===== config.mk =====
export PLATFORM = sky130hd
export DESIGN_NAME = fast_bconv_ex_stream
export DESIGN_NICKNAME = d
export VERILOG_FILES = /design/src/rtl/fhe_rns_pkg.sv /design/src/rtl/rns_mulmod.sv /design/src/rtl/fast_bconv_ex_stream.sv
export SDC_FILE = /design/constraint.sdc
export NUM_CORES = 1
export LEC_CHECK = 0
export ABC_AREA = 1
export BUFFER_PORTS_ARGS = -buffer_cell sky130_fd_sc_hd__buf_2
export CORE_MARGIN = 3
export CORE_UTILIZATION = 56
export DETAILED_ROUTE_END_ITERATION = 6
export GPL_TIMING_DRIVEN = 0
export PLACE_DENSITY = 0.69
export SKIP_LAST_GASP = 1
export SLEW_MARGIN = 20
export SYNTH_ARGS = -nofsm -noshare
export SYNTH_HDL_FRONTEND = slang
export SYNTH_HIERARCHICAL = 1
export SYNTH_SLANG_ARGS = --single-unit
export TNS_END_PERCENT = 5

===== constraint.sdc =====
create_clock -name clk -period 28.8 [get_ports clk]
set_clock_uncertainty 0.05 [all_clocks]
set_input_delay 1.44 -clock clk [delete_from_list [all_inputs] [get_ports clk]]
set_output_delay 1.44 -clock clk [all_outputs]
set_load 0.02 [all_outputs]

===== src/rtl/fhe_rns_pkg.sv =====
// Toy RNS basis constants for the BEHZ exact base conversion B={7,11}, Ba={13}, q={5,3}.
// Precomputed CRT factors are stored as int tables indexed [q prime][B prime].
package fhe_rns_pkg;
  localparam int B_BASIS_LEN    = 2;
  localparam int q_BASIS_LEN    = 2;
  localparam int RNS_PRIME_BITS = 4;
  localparam int FRAME_SLOTS    = 4;

  typedef logic [RNS_PRIME_BITS-1:0] rns_residue_t;
  typedef logic [2*RNS_PRIME_BITS+$clog2(B_BASIS_LEN)-1:0] wide_rns_residue_t;

  localparam int B_BASIS [B_BASIS_LEN] = '{7, 11};
  localparam int Ba_BASIS               = 13;
  localparam int q_BASIS [q_BASIS_LEN] = '{5, 3};

  // (B/b_i)^-1 mod b_i with B = 77
  localparam int z_MOD_B [B_BASIS_LEN]                = '{2, 8};
  localparam int y_B_TO_q [q_BASIS_LEN][B_BASIS_LEN]  = '{'{1, 2}, '{2, 1}};
  localparam int y_B_TO_Ba [B_BASIS_LEN]              = '{11, 7};
  localparam int binv_Ba_MOD_Ba                       = 12;
  localparam int b_MOD_q [q_BASIS_LEN]                = '{2, 2};
endpackage


===== src/rtl/rns_mulmod.sv =====
// Combinational modular product r = a*b mod P for a fixed prime P.
module rns_mulmod #(
  parameter int AW = 4,
  parameter int BW = 4,
  parameter int PW = 4,
  parameter int P  = 7
) (
  input  logic [AW-1:0] a_i,
  input  logic [BW-1:0] b_i,
  output logic [PW-1:0] r_o
);
  localparam int PRW = AW + BW;
  localparam logic [PRW-1:0] P_W = PRW'(P);

  logic [PRW-1:0] prod;

  assign prod = a_i * b_i;
  assign r_o  = PW'(prod % P_W);
endmodule


===== src/rtl/fast_bconv_ex_stream.sv =====
// Streaming exact base conversion (B u Ba) -> q: four-stage valid/ready pipeline with global stall.
// Define FBCX_SLOT_CHECK_EN to enable the input slot counter that drives the sticky frame_err.
module fast_bconv_ex_stream
  import fhe_rns_pkg::*;
#(
  parameter int B_LEN   = B_BASIS_LEN,
  parameter int Q_LEN   = q_BASIS_LEN,
  parameter int PW      = RNS_PRIME_BITS,
  parameter int N_SLOTS = FRAME_SLOTS
) (
  input  logic                    clk,
  input  logic                    reset,
  input  logic                    in_valid,
  output logic                    in_ready,
  input  logic                    in_last,
  input  logic [(B_LEN+1)*PW-1:0] in_res,
  output logic                    out_valid,
  input  logic                    out_ready,
  output logic                    out_last,
  output logic [Q_LEN*PW-1:0]     out_res,
  output logic                    frame_err
);
  localparam int ACC_W = 2*PW + $clog2(B_LEN);
  localparam int D_W   = 2*PW + 2;
  localparam logic [ACC_W-1:0]     MA_ACC  = ACC_W'(Ba_BASIS);
  localparam logic [PW:0]          MA_U    = (PW+1)'(Ba_BASIS);
  localparam logic signed [PW:0]   MA_S    = (PW+1)'(Ba_BASIS);
  localparam logic [PW-1:0]        MA_HALF = PW'(Ba_BASIS / 2);

  logic stall;
  logic vld_p1_q, vld_p2_q, vld_p3_q, out_valid_q;
  logic last_p1_q, last_p2_q, last_p3_q, out_last_q;
  logic [(B_LEN+1)*PW-1:0] x_p1_q;
  logic [PW-1:0] v_p1 [B_LEN];
  logic [PW-1:0] ta_p1 [B_LEN];
  logic [PW-1:0] tq_p1 [Q_LEN][B_LEN];
  logic [PW-1:0] xq_p2_d [Q_LEN];
  logic [PW-1:0] xq_p2_q [Q_LEN];
  logic [PW-1:0] xq_p3_q [Q_LEN];
  logic [PW-1:0] xah_p2_d, xah_p2_q, xa_p2_q, g_p2;
  logic [ACC_W-1:0] acc_a;
  logic [PW:0] t_p2, g_abs_p3;
  logic signed [PW:0] g_p3_d, g_p3_q;
  logic [PW-1:0] out_d [Q_LEN];
  logic [Q_LEN*PW-1:0] out_res_d, out_res_q;

  assign stall     = out_valid_q && !out_ready;
  assign in_ready  = !stall;
  assign out_valid = out_valid_q;
  assign out_last  = out_last_q;
  assign out_res   = out_res_q;

  always_ff @(posedge clk or negedge reset) begin
    if (!reset) begin
      vld_p1_q    <= 1'b0;
      vld_p2_q    <= 1'b0;
      vld_p3_q    <= 1'b0;
      out_valid_q <= 1'b0;
      last_p1_q   <= 1'b0;
      last_p2_q   <= 1'b0;
      last_p3_q   <= 1'b0;
      out_last_q  <= 1'b0;
      out_res_q   <= '0;
    end else if (!stall) begin
      vld_p1_q    <= in_valid;
      last_p1_q   <= in_last;
      vld_p2_q    <= vld_p1_q;
      last_p2_q   <= last_p1_q;
      vld_p3_q    <= vld_p2_q;
      last_p3_q   <= last_p2_q;
      out_valid_q <= vld_p3_q;
      out_last_q  <= last_p3_q;
      out_res_q   <= out_res_d;
    end
  end

  always_ff @(posedge clk) begin
    if (!stall) begin
      x_p1_q   <= in_res;
      xq_p2_q  <= xq_p2_d;
      xah_p2_q <= xah_p2_d;
      xa_p2_q  <= x_p1_q[B_LEN*PW +: PW];
      xq_p3_q  <= xq_p2_q;
      g_p3_q   <= g_p3_d;
    end
  end

  // ---- S1 -> S2: v_i = x_i*z_i mod b_i, then fastBConv into every q_j and into m_a
  for (genvar i = 0; i < B_LEN; i++) begin : g_b
    rns_mulmod #(.AW(PW), .BW(PW), .PW(PW), .P(B_BASIS[i])) u_v (
      .a_i(x_p1_q[i*PW +: PW]), .b_i(PW'(z_MOD_B[i])), .r_o(v_p1[i]));
    rns_mulmod #(.AW(PW), .BW(PW), .PW(PW), .P(Ba_BASIS)) u_ya (
      .a_i(v_p1[i]), .b_i(PW'(y_B_TO_Ba[i])), .r_o(ta_p1[i]));
    for (genvar j = 0; j < Q_LEN; j++) begin : g_q
      rns_mulmod #(.AW(PW), .BW(PW), .PW(PW), .P(q_BASIS[j])) u_yq (
        .a_i(v_p1[i]), .b_i(PW'(y_B_TO_q[j][i])), .r_o(tq_p1[j][i]));
    end
  end

  for (genvar j = 0; j < Q_LEN; j++) begin : g_acc
    localparam logic [ACC_W-1:0] QJ = ACC_W'(q_BASIS[j]);
    logic [ACC_W-1:0] acc;
    always_comb begin
      acc = '0;
      for (int i = 0; i < B_LEN; i++) acc = acc + ACC_W'(tq_p1[j][i]);
    end
    assign xq_p2_d[j] = PW'(acc % QJ);
  end

  always_comb begin
    acc_a = '0;
    for (int i = 0; i < B_LEN; i++) acc_a = acc_a + ACC_W'(ta_p1[i]);
  end
  assign xah_p2_d = PW'(acc_a % MA_ACC);

  // ---- S2 -> S3: overflow count g from the Ba discrepancy, centred into (-m_a/2, m_a/2]
  always_comb begin
    if (xah_p2_q >= xa_p2_q) t_p2 = {1'b0, xah_p2_q} - {1'b0, xa_p2_q};
    else                     t_p2 = {1'b0, xah_p2_q} + MA_U - {1'b0, xa_p2_q};
  end

  rns_mulmod #(.AW(PW+1), .BW(PW), .PW(PW), .P(Ba_BASIS)) u_g (
    .a_i(t_p2), .b_i(PW'(binv_Ba_MOD_Ba)), .r_o(g_p2));

  assign g_p3_d = (g_p2 > MA_HALF) ? $signed({1'b0, g_p2}) - MA_S : $signed({1'b0, g_p2});

  // ---- S3 -> S4: out_j = (xq_j - g*B) mod q_j, with |g|*B reduced first and the sign applied after
  assign g_abs_p3 = g_p3_q[PW] ? (PW+1)'(-g_p3_q) : g_p3_q;

  for (genvar j = 0; j < Q_LEN; j++) begin : g_out
    localparam logic signed [D_W-1:0] QS = D_W'(q_BASIS[j]);
    logic [PW-1:0] gp;
    logic signed [D_W-1:0] xs, gs, diff, res;
    rns_mulmod #(.AW(PW+1), .BW(PW), .PW(PW), .P(q_BASIS[j])) u_gb (
      .a_i(g_abs_p3), .b_i(PW'(b_MOD_q[j])), .r_o(gp));
    always_comb begin
      xs   = signed'(D_W'(xq_p3_q[j]));
      gs   = signed'(D_W'(gp));
      diff = g_p3_q[PW] ? xs + gs : xs - gs;
      if (diff[D_W-1])    res = diff + QS;
      else if (diff >= QS) res = diff - QS;
      else                 res = diff;
    end
    assign out_d[j] = PW'(res);
  end

  always_comb begin
    out_res_d = '0;
    for (int j = 0; j < Q_LEN; j++) out_res_d[j*PW +: PW] = out_d[j];
  end

`ifdef FBCX_SLOT_CHECK_EN
  localparam int SW = (N_SLOTS > 1) ? $clog2(N_SLOTS) : 1;
  localparam logic [SW-1:0] SLOT_MAX = SW'(N_SLOTS - 1);

  logic in_fire;
  logic [SW-1:0] slot_q, slot_d;
  logic err_q, err_d;

  assign in_fire = in_valid && in_ready;

  // Counter holds at the last slot on an overrun so it realigns on the next in_last.
  always_comb begin
    slot_d = slot_q;
    err_d  = err_q;
    if (in_fire) begin
      if (in_last) begin
        slot_d = '0;
        if (slot_q != SLOT_MAX) err_d = 1'b1;
      end else if (slot_q == SLOT_MAX) begin
        err_d = 1'b1;
      end else begin
        slot_d = slot_q + 1'b1;
      end
    end
  end

  always_ff @(posedge clk or negedge reset) begin
    if (!reset) begin
      slot_q <= '0;
      err_q  <= 1'b0;
    end else begin
      slot_q <= slot_d;
      err_q  <= err_d;
    end
  end

  assign frame_err = err_q;
`else
  // Without the checker only a degenerate zero-length frame setting can be flagged.
  assign frame_err = (N_SLOTS < 1);
`endif
endmodule


==> out/results.tsv <==
metric	value	unit
slowest stage delay, CP	0.61	ns
final hold vios	0	
Worst R2R Path Depth	77	
hold depth	0	
CP Class	register to register	
DR vias/cell	4.809	
Simple-Gate Fraction of Synth Area	45.83	%
HPWL after DPL	28000	µm
CTS resizes	0	
per-cell routed wire length	9.716	µm
CP dominant cell by count	nand2_1	
initial antenna violation count	0	
slew margin rel.	40.55	%
sequential share of the synthesized area	9.170	%
Worst-path clk slew	0.06	ns
CP startpoint	x_p1_q[5]	
yosys warns	6	
Final GP Congestion	0.8359	
Ports	29	
Slew Limit Fails	0	
most frequent cells in the layout	nand2_1 (831), inv_1 (515), nand3_1 (243)	
outcome	complete, no violations	
R2R Path End	xah_p2_q[2]	
clock sink count	57	
RSZ-0062 raised after global routing	false	
drt drc	0	
EDFF count, synth	41	
Worst Path Arrival	11.49	ns
Root Driver	clkbuf_16	
Reg-to-Reg Start	x_p1_q[5]	
Post-Synth Adder-Cell Area	22.25	%
HP Start	xq_p2_q[3]	
CP max FO	12	
wire length of the first global-routing pass	61510	µm
FFs w/ async S/R, synth	28.07	%
setup_tns	0	ns
post-layout min period	11.44	ns
commonest non-fill, non-tap cell in the layout	nand2_1	
CTS Buf Count	9	
core area	30990	µm²
Tot GR Track Use	20.40	%
die height	184.3	µm
MaxCap Viol Count	0	
number of DRC markers in iteration 0	628	
Hold Path Sink	g_out[1].xs[3]	
Clock Latency Late Sink	0.34	ns
Worst-Margin Slew	0.8824	ns
vias in the first global route	15570	
Synth cell types	59	
largest net degree at the start of global routing	52	
CP Launch Type	register	
syn_area_per_cell	6.417	µm²
DRT Pass-1 Iters	5	
Post-CTS Setup Inserts	0	
Rows	64	
Syn-to-layout area delta	9.162	%
mux contribution to synthesized area	0.05625	%
flops & latches, synth	57	
top_reg_cell synth	edfxtp_1	
TritonCTS clock tree	built	
Die Width	184.3	µm
Compound-Gate Fraction of Synth Area	7.327	%
IO Port Bufs	27	
Hold Path Class	register to register	
largest family of logic cells by synthesized area	simple AND/OR/NAND/NOR gates	
post-route ant nets	0	
cts hold-fix bufs	0	
cells after synthesis	2773	
R2R Setup Slk	17.36	ns
Worst Path Required	28.85	ns
Initial Util	57.42	%
Fmax achieved	87.45	MHz
Setup Viol. Count Final	0	
Die ar.	33950	µm²
Final #Nets	3296	
GRT overflow	0	
Post-Route WL	33030	µm
antenna cells	0	
period utilization	39.71	%
layout cell share with drive strength beyond 1	16.65	%
Post-Syn Area	17790	µm²
via count	16350	
crit end category	register	
xor and xnor area share after synthesis	2.721	%
Slowest cell on crit path	fa_1	
Max H-tree Level	3	
CTS Buffer Depth	2	
-- cell families (layout without fill, tap and decap cells) --
| group | Yosys count | count (layout) |
|---|---|---|
| simple gates | 1597 | 1597 |
| buf+inv | 591 | 634 |
| fa+ha+maj | 281 | 281 |
| compound gates | 192 | 192 |
| flops | 57 | 57 |
| xor+xnor | 51 | 51 |
| other cells | 3 | 190 |
| mux | 1 | 1 |
-- area by class of cell --
class	count	area, µm²
clock buffers	10	229.0
well taps	396	495.5
repair buffers	27	135.1
plain buffers	7	46.29
fillers	2917	11570
clock inverters	6	58.81
inverters	584	2197
multi-input cells	2312	14630
flip-flops and latches	57	1632
-- flip-flops by register name, summed over array words and instances, names as in the netlist, 4 cells and up --
name,cells
x_p1_q,12
g_out.xs,8
out_res,8
xq_p2_q,8
g_p3_q,5
xa_p2_q,4
xah_p2_q,4
-- stage by stage --
stage | hold WS, ns | instance area (µm²) | std cells | setup WS [ns] | util (%)
detailed placement | 0.3545 | 19140 | 3383 | 17.37 | 61.75
floorplan | 0.3503 | 18500 | 2960 | 18.60 | -
CTS | 0.3687 | 19420 | 3399 | 17.29 | 62.68
global placement | 0.3511 | 19130 | 3383 | 17.65 | 61.72
finish | 0.3675 | 19420 | 3399 | 17.36 | 62.68
global route | 0.3734 | 19420 | 3399 | 16.19 | 62.68
-- worst max path at each step --
stage / endpoint
6_report: xah_p2_q[2]
5_1_grt: xah_p2_q[0]
4_1_cts: xah_p2_q[2]
3_5_place_dp: xah_p2_q[2]
3_3_place_gp: xah_p2_q[2]
2_1_floorplan: xah_p2_q[1]
-- Yosys cell counts (4+ instances only) --
| cell | count | share of area [%] |
|---|---|---|
| nand2_1 | 831 | 18 |
| inv_1 | 515 | 11 |
| nand3_1 | 243 | 6.8 |
| ha_1 | 222 | 16 |
| nand2_2 | 178 | 6.3 |
| nor2_1 | 84 | 1.8 |
| nand3_2 | 73 | 4.1 |
| a21oi_1 | 66 | 1.9 |
| nand4_1 | 60 | 2.1 |
| fa_1 | 59 | 6.6 |
| inv_2 | 59 | 1.2 |
| nand2_4 | 43 | 2.7 |
| edfxtp_1 | 41 | 6.9 |
| xor2_1 | 37 | 1.8 |
| o21ai_0 | 35 | 0.98 |
| nand3b_1 | 19 | 0.80 |
| o21ai_1 | 19 | 0.53 |
| nor2_2 | 18 | 0.63 |
| dfrtp_1 | 16 | 2.3 |
| nor2_4 | 16 | 1.0 |
| o21ai_2 | 13 | 0.64 |
| nand3_4 | 10 | 0.98 |
| xnor2_1 | 9 | 0.44 |
| a21oi_4 | 8 | 0.73 |
| a31oi_1 | 8 | 0.28 |
| clkinv_1 | 8 | 0.17 |
| a21oi_2 | 7 | 0.34 |
| o211ai_1 | 7 | 0.30 |
| and2_1 | 5 | 0.18 |
| nand4_2 | 5 | 0.35 |
| a21o_1 | 4 | 0.17 |
| o21ai_4 | 4 | 0.37 |
| o21bai_1 | 4 | 0.17 |
| or2_1 | 4 | 0.14 |
-- worst max-delay path, delay by kind of cell (launching register included) --
kind	cells	cell delay (ns)
AO/OA/AOI/OAI	2	0.28
XOR/XNOR	2	0.62
adder cells (fa/ha/maj)	12	4.07
buffers and inverters	13	0.87
flip-flops	1	0.44
AND/OR/NAND/NOR	48	4.81
-- metal layers --
layer,vias to the layer above,GRT usage (%),wire length [µm]
met5,-,0,0
met3,37,1.342,392
met2,110,38.58,16200
met1,7198,25.16,15960
met4,0,5.080,478
li1,9000,-,-
Power is not shown: default switching activity piles up to over one toggle a cycle in this logic, so the estimate is an artifact.
